$ cat src/rtl/leaf_quad_bft_concentrator.sv
// leaf_quad_bft_concentrator: per-leaf up FIFOs merged round-robin onto one upstream link,
// plus a registered address-routed down path to the four leaves.
module leaf_quad_bft_concentrator #(
    parameter int PKT_W      = 49,
    parameter int FIFO_DEPTH = 4,
    parameter int ADDR_LSB   = 43,
    parameter int CNT_W      = 16
) (
    input  logic             clk,
    input  logic             reset,
    input  logic [PKT_W-1:0] leaf_din_0,
    input  logic [PKT_W-1:0] leaf_din_1,
    input  logic [PKT_W-1:0] leaf_din_2,
    input  logic [PKT_W-1:0] leaf_din_3,
    output logic [PKT_W-1:0] leaf_dout_0,
    output logic [PKT_W-1:0] leaf_dout_1,
    output logic [PKT_W-1:0] leaf_dout_2,
    output logic [PKT_W-1:0] leaf_dout_3,
    output logic [3:0]       leaf_resend,
    output logic [PKT_W-1:0] up_dout,
    input  logic             up_resend,
    input  logic [PKT_W-1:0] up_din,
    output logic [CNT_W-1:0] drop_cnt
);
    localparam int AW = $clog2(FIFO_DEPTH);

    logic [PKT_W-1:0] din [4];
    logic [PKT_W-1:0] dn [4];
    logic [PKT_W-1:0] mem [4][FIFO_DEPTH];
    logic [AW:0]      wp [4];
    logic [AW:0]      rp [4];
    logic [AW:0]      occ [4];
    logic [3:0]       full, empty, pop, push, drop;
    logic [1:0]       rr, grant, idx;
    logic             found, hold;
    logic [2:0]       nd;
    logic [CNT_W:0]   sum;

    assign din[0] = leaf_din_0;
    assign din[1] = leaf_din_1;
    assign din[2] = leaf_din_2;
    assign din[3] = leaf_din_3;
    assign leaf_dout_0 = dn[0];
    assign leaf_dout_1 = dn[1];
    assign leaf_dout_2 = dn[2];
    assign leaf_dout_3 = dn[3];

    assign hold = up_dout[PKT_W-1] & up_resend;

    // occupancy reaches exactly FIFO_DEPTH only when full, so its MSB is the full flag
    always_comb begin
        for (int i = 0; i < 4; i++) begin
            occ[i]   = wp[i] - rp[i];
            full[i]  = occ[i][AW];
            empty[i] = occ[i] == '0;
        end
    end

    always_comb begin
        found = 1'b0;
        grant = rr;
        idx   = rr;
        for (int k = 0; k < 4; k++) begin
            idx = rr + 2'(k);
            if (!found && !empty[idx]) begin
                found = 1'b1;
                grant = idx;
            end
        end
    end

    always_comb begin
        pop = (found && !hold) ? 4'b1 << grant : 4'b0;
        for (int i = 0; i < 4; i++) begin
            push[i] = din[i][PKT_W-1] & (~full[i] | pop[i]);
            drop[i] = din[i][PKT_W-1] & full[i] & ~pop[i];
        end
        nd  = {2'b0, drop[0]} + {2'b0, drop[1]} + {2'b0, drop[2]} + {2'b0, drop[3]};
        sum = {1'b0, drop_cnt} + (CNT_W+1)'(nd);
    end

    always_ff @(posedge clk) begin
        for (int i = 0; i < 4; i++)
            if (push[i]) mem[i][wp[i][AW-1:0]] <= din[i];
    end

    always_ff @(posedge clk or posedge reset) begin
        if (reset) begin
            for (int i = 0; i < 4; i++) begin
                wp[i] <= '0;
                rp[i] <= '0;
                dn[i] <= '0;
            end
            rr          <= '0;
            up_dout     <= '0;
            leaf_resend <= '0;
            drop_cnt    <= '0;
        end else begin
            for (int i = 0; i < 4; i++) begin
                if (push[i]) wp[i] <= wp[i] + 1'b1;
                if (pop[i]) rp[i] <= rp[i] + 1'b1;
                dn[i] <= (up_din[PKT_W-1] && up_din[ADDR_LSB+1:ADDR_LSB] == 2'(i)) ? up_din : '0;
            end
            if (!hold) begin
                up_dout <= found ? mem[grant][rp[grant][AW-1:0]] : '0;
                if (found) rr <= grant + 2'd1;
            end
            leaf_resend <= drop;
            drop_cnt    <= sum[CNT_W] ? '1 : sum[CNT_W-1:0];
        end
    end
endmodule

$ cat config.mk
export PLATFORM = sky130hd
export DESIGN_NAME = leaf_quad_bft_concentrator
export DESIGN_NICKNAME = d
export VERILOG_FILES = /design/src/rtl/leaf_quad_bft_concentrator.sv
export SDC_FILE = /design/constraint.sdc
export NUM_CORES = 1
export LEC_CHECK = 0
export CORE_ASPECT_RATIO = 1.5
export CORE_MARGIN = 4
export CORE_UTILIZATION = 55
export DETAILED_ROUTE_END_ITERATION = 8
export PLACE_DENSITY_LB_ADDON = 0.08
export SKIP_LAST_GASP = 1
export SYNTH_ARGS = -nofsm -noshare
export SYNTH_HDL_FRONTEND = slang
export SYNTH_SLANG_ARGS = --single-unit
$ cat constraint.sdc
create_clock -name clk -period 12.3 [get_ports clk]
set_clock_uncertainty 0.1 [all_clocks]
set_input_delay 3.075 -clock clk [delete_from_list [all_inputs] [get_ports clk]]
set_output_delay 3.075 -clock clk [all_outputs]
set_load 0.01 [all_outputs]
==> results.ini, run 1 <==
[timing]
slew_violations=0
rsz0062_at_grt=false
timing.setup.tns_ps=0
slew_headroom=0.169
worstMarginPinSlew_ps=1250
period_minus_slack_ps=6370
post-route-period-util=0.518
hold_viol_final=0
setup_viol=0
fmax_mhz=157

[routing]
wl_per_cell_um=29.1
drt-total-wl_um=107000
viasPerCell=5.95
drc=0
drtAntennaViolNets=0
dr.pass1.iters=7
vias=21900
drt_iter0_markers=2195

[global_route]
grt_pass1_wl_um=156000
grtUsageTotal=0.275
grt_pass1_vias=23200
grt_max_degree=122
grt_overflow=0
antenna_found_initial=16

[synth]
synth_edf_count=784
ys_async_sr_fraction=0.271
seq_area_frac_synth=0.764
synth_top_area_share=0.584
ys_warn_count=0
post_synth_num_cell_types=43
synth_top_area_cell=edfxtp_1
synthesis.instances=2144
syn_area_um2=40300
synth_area_leaders=edfxtp_1, dfrtp_1, mux4_2
synth_ff_type=edfxtp_1
synth-seq-cells=1075
syn_area_per_cell_um2=18.8

[setup_path]
end_kind=flop
critPathRequiredTime_ps=12730
r2r-end=up_dout[31]
worstSetupEndpoint=up_dout[31]
crit_family=buffers and inverters
worst_path_most_repeated_cell=buf_4
startpoint=wp[9]
reg2reg_from=wp[9]
cp_num_cells=15
path_buf_inv=4
worstPathArrival_ps=6800
ff2ff_setup_slack_ps=5930
cp_slowest_cell=buf_4
path_cells=inv_1, ha_1, fa_1, xnor3_1, nand3_1, a211oi_1, o311a_1, nor2_1, inv_8, buf_4, mux4_2, nand2_2, buf_4, a21oi_1, a211o_1
cpPeakStageDelay_ps=1030
r2r_cells=15
crit_fanout=121
crit_path_start_kind=flop
crit_type=reg -> reg

[clocking]
cts_num_sinks=1075
cts_setup_buffers=0
insertion_delay_ps=660
root_buffer=clkbuf_16
hold_buffers=0
ctsHtreeMaxLevel=3
clkTransAtPathRegs_ps=70
numCtsBuffers=94
cts_resized=0
cts_tree=yes
clk_path_buf_depth=3

[finish]
drive_gt1_frac=0.148
nNetsFinal=2962
area_growth_pct=22.9
post-route-cell-area_um2=49600
nFillCells=4845

[die]
core_area_um2=72700
start_util=0.555
die-height_um=340
die_w_um=229
rows=121
die_area_um2=77800
ios=513

[power_and_ir_drop]
ir_drop_mv=0.476
p_per_area_nw_per_um2=301
switching_power_w=0.00535
power.share.clock=0.200
comb_power_share=0.451
p_sw_frac=0.359
sequentialPowerShare=0.349
leakage_nw=18.3
p_int_w=0.00958

[job]
cap_violations=0

[place]
dpl.hpwl_um=63700
portBuffers=512
place_congestion=0.817
place_area_um2=46400

[hold_path]
hold_class=reg -> reg

[run_status]
outcome=finished, final reports clean

==> layout make-up <==
| type | count | area, um2 | share of cell area |
|---|---|---|---|
| Sequential cell | 1075 | 30800 | 0.622 |
| Inverter | 30 | 128 | 0.00257 |
| Timing Repair Buffer | 539 | 5340 | 0.108 |
| Tap cell | 922 | 1150 | 0.0233 |
| Clock buffer | 145 | 2920 | 0.0588 |
| Multi-Input combinational cell | 938 | 8940 | 0.180 |
| Antenna cell | 7 | 17.5 | 0.000353 |
| Clock inverter | 29 | 246 | 0.00497 |
==> metrics by stage <==
stage	std cells	setup WS, ps	utilization	hold slack [ps]	total power [W]
after floorplan	2147	1090	-	343	0.0101
after global placement	3504	5490	0.638	372	0.0119
after detailed placement	3504	5470	0.638	378	0.0121
after CTS	3678	5850	0.682	391	0.0151
after global routing	3683	5580	0.682	405	0.0157
final	3685	5930	0.682	387	0.0149
==> placed cells by master, fill, tap and decap left out, types with 8 or more instances in the layout <==
cell type          n
clkbuf_4           8
and2_4            10
clkbuf_8          17
nor2_1            14
inv_1             28
clkbuf_1          17
nand2_1          225
buf_4             26
clkinv_2          14
and2_1           186
clkinv_1           8
dfrtp_1          291
clkbuf_16        102
a211o_1           48
xor2_1            11
ha_1              32
xnor2_1           23
clkdlybuf4s50_1  512
edfxtp_1         784
mux4_2           197
nand3_1           12
a21oi_1          109
==> cells by family after synthesis <==
group           synth area share
flops                      0.764
simple gates              0.0606
mux                        0.113
compound gates            0.0260
buf+inv                   0.0155
fa+ha+maj                 0.0119
xor+xnor                 0.00834
other cells            0.0000930
==> routing by layer <==
| layer | track usage | share of wire |
|---|---|---|
| met1 | 0.353 | 0.37 |
| met5 | 0 | 0.0010 |
| met3 | 0.0578 | 0.081 |
| met2 | 0.468 | 0.51 |
| met4 | 0.103 | 0.035 |
==> power groups by stage <==
stage	Sequential [W]	Combinational (W)	Clock [W]
2_1_floorplan	0.00523	0.00489	0
3_3_place_gp	0.00524	0.00670	0
3_5_place_dp	0.00529	0.00679	0
4_1_cts	0.00522	0.00681	0.00302
5_1_grt	0.00527	0.00727	0.00318
6_report	0.00521	0.00673	0.00299
==> worst min path at each step <==
| stage | startpoint | end | slack [ps] | depth (start not counted) |
|---|---|---|---|---|
| after global placement | up_dout[38] | up_dout[38] | 370 | 1 |
| after floorplan | wp[11] | wp[11] | 340 | 1 |
| final | wp[2] | wp[2] | 390 | 1 |
| after CTS | wp[2] | wp[2] | 390 | 1 |
| after global routing | wp[5] | wp[5] | 410 | 1 |
| after detailed placement | wp[2] | wp[2] | 380 | 1 |
==> cells in the mapped netlist, types with 2 or more instances <==
cell type / count
xnor2_1: 23
mux4_2: 199
nand3_1: 12
nand4_1: 3
and3_1: 5
clkbuf_1: 64
nand2_1: 226
and3b_1: 2
buf_6: 8
a21oi_1: 109
inv_1: 30
o21ai_0: 7
buf_4: 10
xor2_1: 11
nor3_1: 3
ha_1: 32
buf_2: 21
a211o_1: 48
dfrtp_1: 291
mux2_2: 5
and2_1: 203
fa_1: 4
nor2_1: 15
nand2b_1: 4
nor2b_1: 6
edfxtp_1: 784
mux2i_1: 3
==> state kept, by name, indices dropped and copies added (netlist names) <==
signal and cells:
mem 784, leaf_dout_0 49, leaf_dout_1 49, leaf_dout_2 49, leaf_dout_3 49, up_dout 49, drop_cnt 16, rp 12
wp 12, leaf_resend 4, rr 2
==> worst register-to-register path: stages, from the launching register on <==
cell and delay, ps:
dfrtp_1 380, inv_1 130, ha_1 240, fa_1 370, xnor3_1 260, nand3_1 240
a211oi_1 310, o311a_1 200, nor2_1 120, inv_8 580, buf_4 1090, mux4_2 570
nand2_2 660, buf_4 610, a21oi_1 100, a211o_1 300
Power figures use the tool's default switching activity.
==> run 2, diff against run 1 <==
clock period = 6.17 ns   (was 12.3 ns; I/O delays follow)
==> run 2 against run 1 <==
Combinational power grew 100%. First-iteration DRC count decreased by 15%. Clock power is 110% higher. Critical endpoint is now up_dout[8]. Via count down 0.15%. Global-route usage rose by 0.52 points. Count of clock-buffer cells in the layout fell by 19. Sequential cell count is the same.
==> results.ini, run 2 (same netlist as run 1, synthesis figures left out) <==
[clocking]
cts_setup_buffers=0  ; unchanged
cts_resized=0  ; unchanged
root_buffer=clkbuf_16  ; unchanged
cts_num_sinks=1075  ; unchanged
cts_tree=yes  ; unchanged
hold_buffers=0  ; unchanged
clk_path_buf_depth=3  ; unchanged
insertion_delay_ps=660  ; about the same
clkTransAtPathRegs_ps=70  ; about the same
ctsHtreeMaxLevel=3  ; unchanged
numCtsBuffers=96  ; was 94

[global_route]
grt_pass1_wl_um=159000  ; was 156,000 um
grt_max_degree=103  ; was 122
antenna_found_initial=39  ; was 16
grt_overflow=0  ; unchanged
grt_pass1_vias=23500  ; was 23,200
grtUsageTotal=0.281  ; was 0.275

[finish]
nNetsFinal=2984  ; was 2,962
nFillCells=4751  ; was 4,845
area_growth_pct=24.1  ; was 22.9%
post-route-cell-area_um2=50100  ; was 49,600 um2
drive_gt1_frac=0.155  ; was 0.148
largest_register_ffs=784  ; unchanged
utilization=0.689  ; was 0.682
layout_common_cells=edfxtp_1, clkdlybuf4s50_1, dfrtp_1  ; unchanged
layout_commonest_cell=edfxtp_1  ; unchanged

[routing]
drtAntennaViolNets=0  ; unchanged
drt-total-wl_um=109000  ; was 107,000 um
drt_iter0_markers=1876  ; was 2,195
vias=21900  ; about the same
wl_per_cell_um=29.2  ; was 29.1 um
drc=0  ; unchanged
viasPerCell=5.88  ; was 5.95
dr.pass1.iters=5  ; was 7

[die]
start_util=0.555  ; unchanged
die-height_um=340  ; unchanged
rows=121  ; unchanged
ios=513  ; unchanged
die_w_um=229  ; unchanged
die_area_um2=77800  ; unchanged
core_area_um2=72700  ; unchanged

[power_and_ir_drop]
total_power_w=0.0302  ; was 0.0149 W
leakage_nw=18.5  ; was 18.3 nW
p_per_area_nw_per_um2=603  ; was 301 nW/um2
ir_drop_mv=0.962  ; was 0.476 mV

[place]
portBuffers=512  ; unchanged
dpl.hpwl_um=67300  ; was 63,700 um
place_area_um2=46700  ; was 46,400 um2
place_congestion=0.799  ; was 0.817

[setup_path]
worstPathArrival_ps=6040  ; was 6800 ps
cpPeakStageDelay_ps=830  ; was 1030 ps
crit_type=reg -> reg  ; unchanged
path_cells=inv_1, ha_1, fa_1, xnor3_1, nand3_1, nand3_1, a21oi_1, nor4_4, buf_4, buf_4, buf_4, mux4_2, nand2_1, a21oi_1, a211o_1  ; was inv_1, ha_1, fa_1, xnor3_1, nand3_1, a211oi_1, o311a_1, nor2_1, inv_8, buf_4, mux4_2, nand2_2, buf_4, a21oi_1, a211o_1
cp_slowest_cell=buf_4  ; unchanged
worst_path_most_repeated_cell=buf_4  ; unchanged
end_kind=flop  ; unchanged
r2r_cells=15  ; unchanged
crit_path_start_kind=flop  ; unchanged
critPathRequiredTime_ps=6610  ; was 12,730 ps
crit_fanout=47  ; was 121

[timing]
slew_headroom=0.239  ; was 0.169
rsz0062_at_grt=false  ; unchanged
fmax_mhz=179  ; was 157 MHz
hold_ws_ps=387  ; about the same
period_minus_slack_ps=5600  ; was 6370 ps
hold_viol_final=0  ; unchanged
worstMarginPinSlew_ps=1140  ; was 1250 ps
timing.setup.tns_ps=0  ; unchanged
setup_viol=0  ; unchanged
post-route-period-util=0.907  ; was 0.518
slew_violations=0  ; unchanged

[job]
cap_violations=0  ; unchanged

[hold_path]
hold_depth=1  ; unchanged
hold_class=reg -> reg  ; unchanged

[run_status]
outcome=finished, final reports clean  ; unchanged

[run 2: cell count changes in the layout (fill, tap and decap cells not counted), sizes merged]
cell,change
clkinvlp,+6
diode,+13
inv,+1
buf,+20
bufinv,+8
clkbuf,-19
clkinv,+10
[run 2: through the flow]
stage / worst slack (ps) / std cells
2_1_floorplan: 666 / 2147
3_3_place_gp: 752 / 3524
3_5_place_dp: 519 / 3524
4_1_cts: 511 / 3704
5_1_grt: 89.9 / 3720
6_report: 574 / 3724
[run 2: metal layers]
layer	part of all wire	wire length [um]	track usage
met5	0.0018	200	0
met1	0.36	39200	0.348
met4	0.028	3030	0.0985
met3	0.082	8920	0.0599
met2	0.53	57600	0.492
[run 2: final timing paths]
path | to | startpoint | slack [ps]
setup / recovery | up_dout[8] | wp[9] | 570
hold / removal | up_dout[29] | up_dout[29] | 390
setup reg to reg | up_dout[8] | wp[9] | 570
hold reg to reg | up_dout[29] | up_dout[29] | 390
max in group asynchronous | up_dout[17] | reset | 3470
min in group asynchronous | leaf_dout_3[25] | reset | 1350
[run 2: layout make-up]
| type | instances | area (um2) | area share |
|---|---|---|---|
| well taps | 922 | 1150 | 0.0230 |
| diodes | 20 | 50.0 | 0.00100 |
| flip-flops and latches | 1075 | 30800 | 0.616 |
| clock buffers | 126 | 2660 | 0.0532 |
| clock inverters | 54 | 609 | 0.0122 |
| multi-input cells | 938 | 8950 | 0.179 |
| inverters | 30 | 124 | 0.00247 |
| repair buffers | 559 | 5680 | 0.113 |
[run 2: where the power goes]
group	switching, W	internal (W)
Sequential	0.000565	0.00978
Clock	0.00261	0.00356
Combinational	0.00767	0.00602
Total	0.0108	0.0194
[run 2: critical path: cells and delay by family, from the launching register on]
kind / cells / cell delay (ps)
simple gates: 4 / 710
flops: 1 / 390
buf+inv: 4 / 2240
fa+ha+maj: 2 / 610
compound gates: 3 / 460
xor+xnor: 1 / 240
mux: 1 / 610
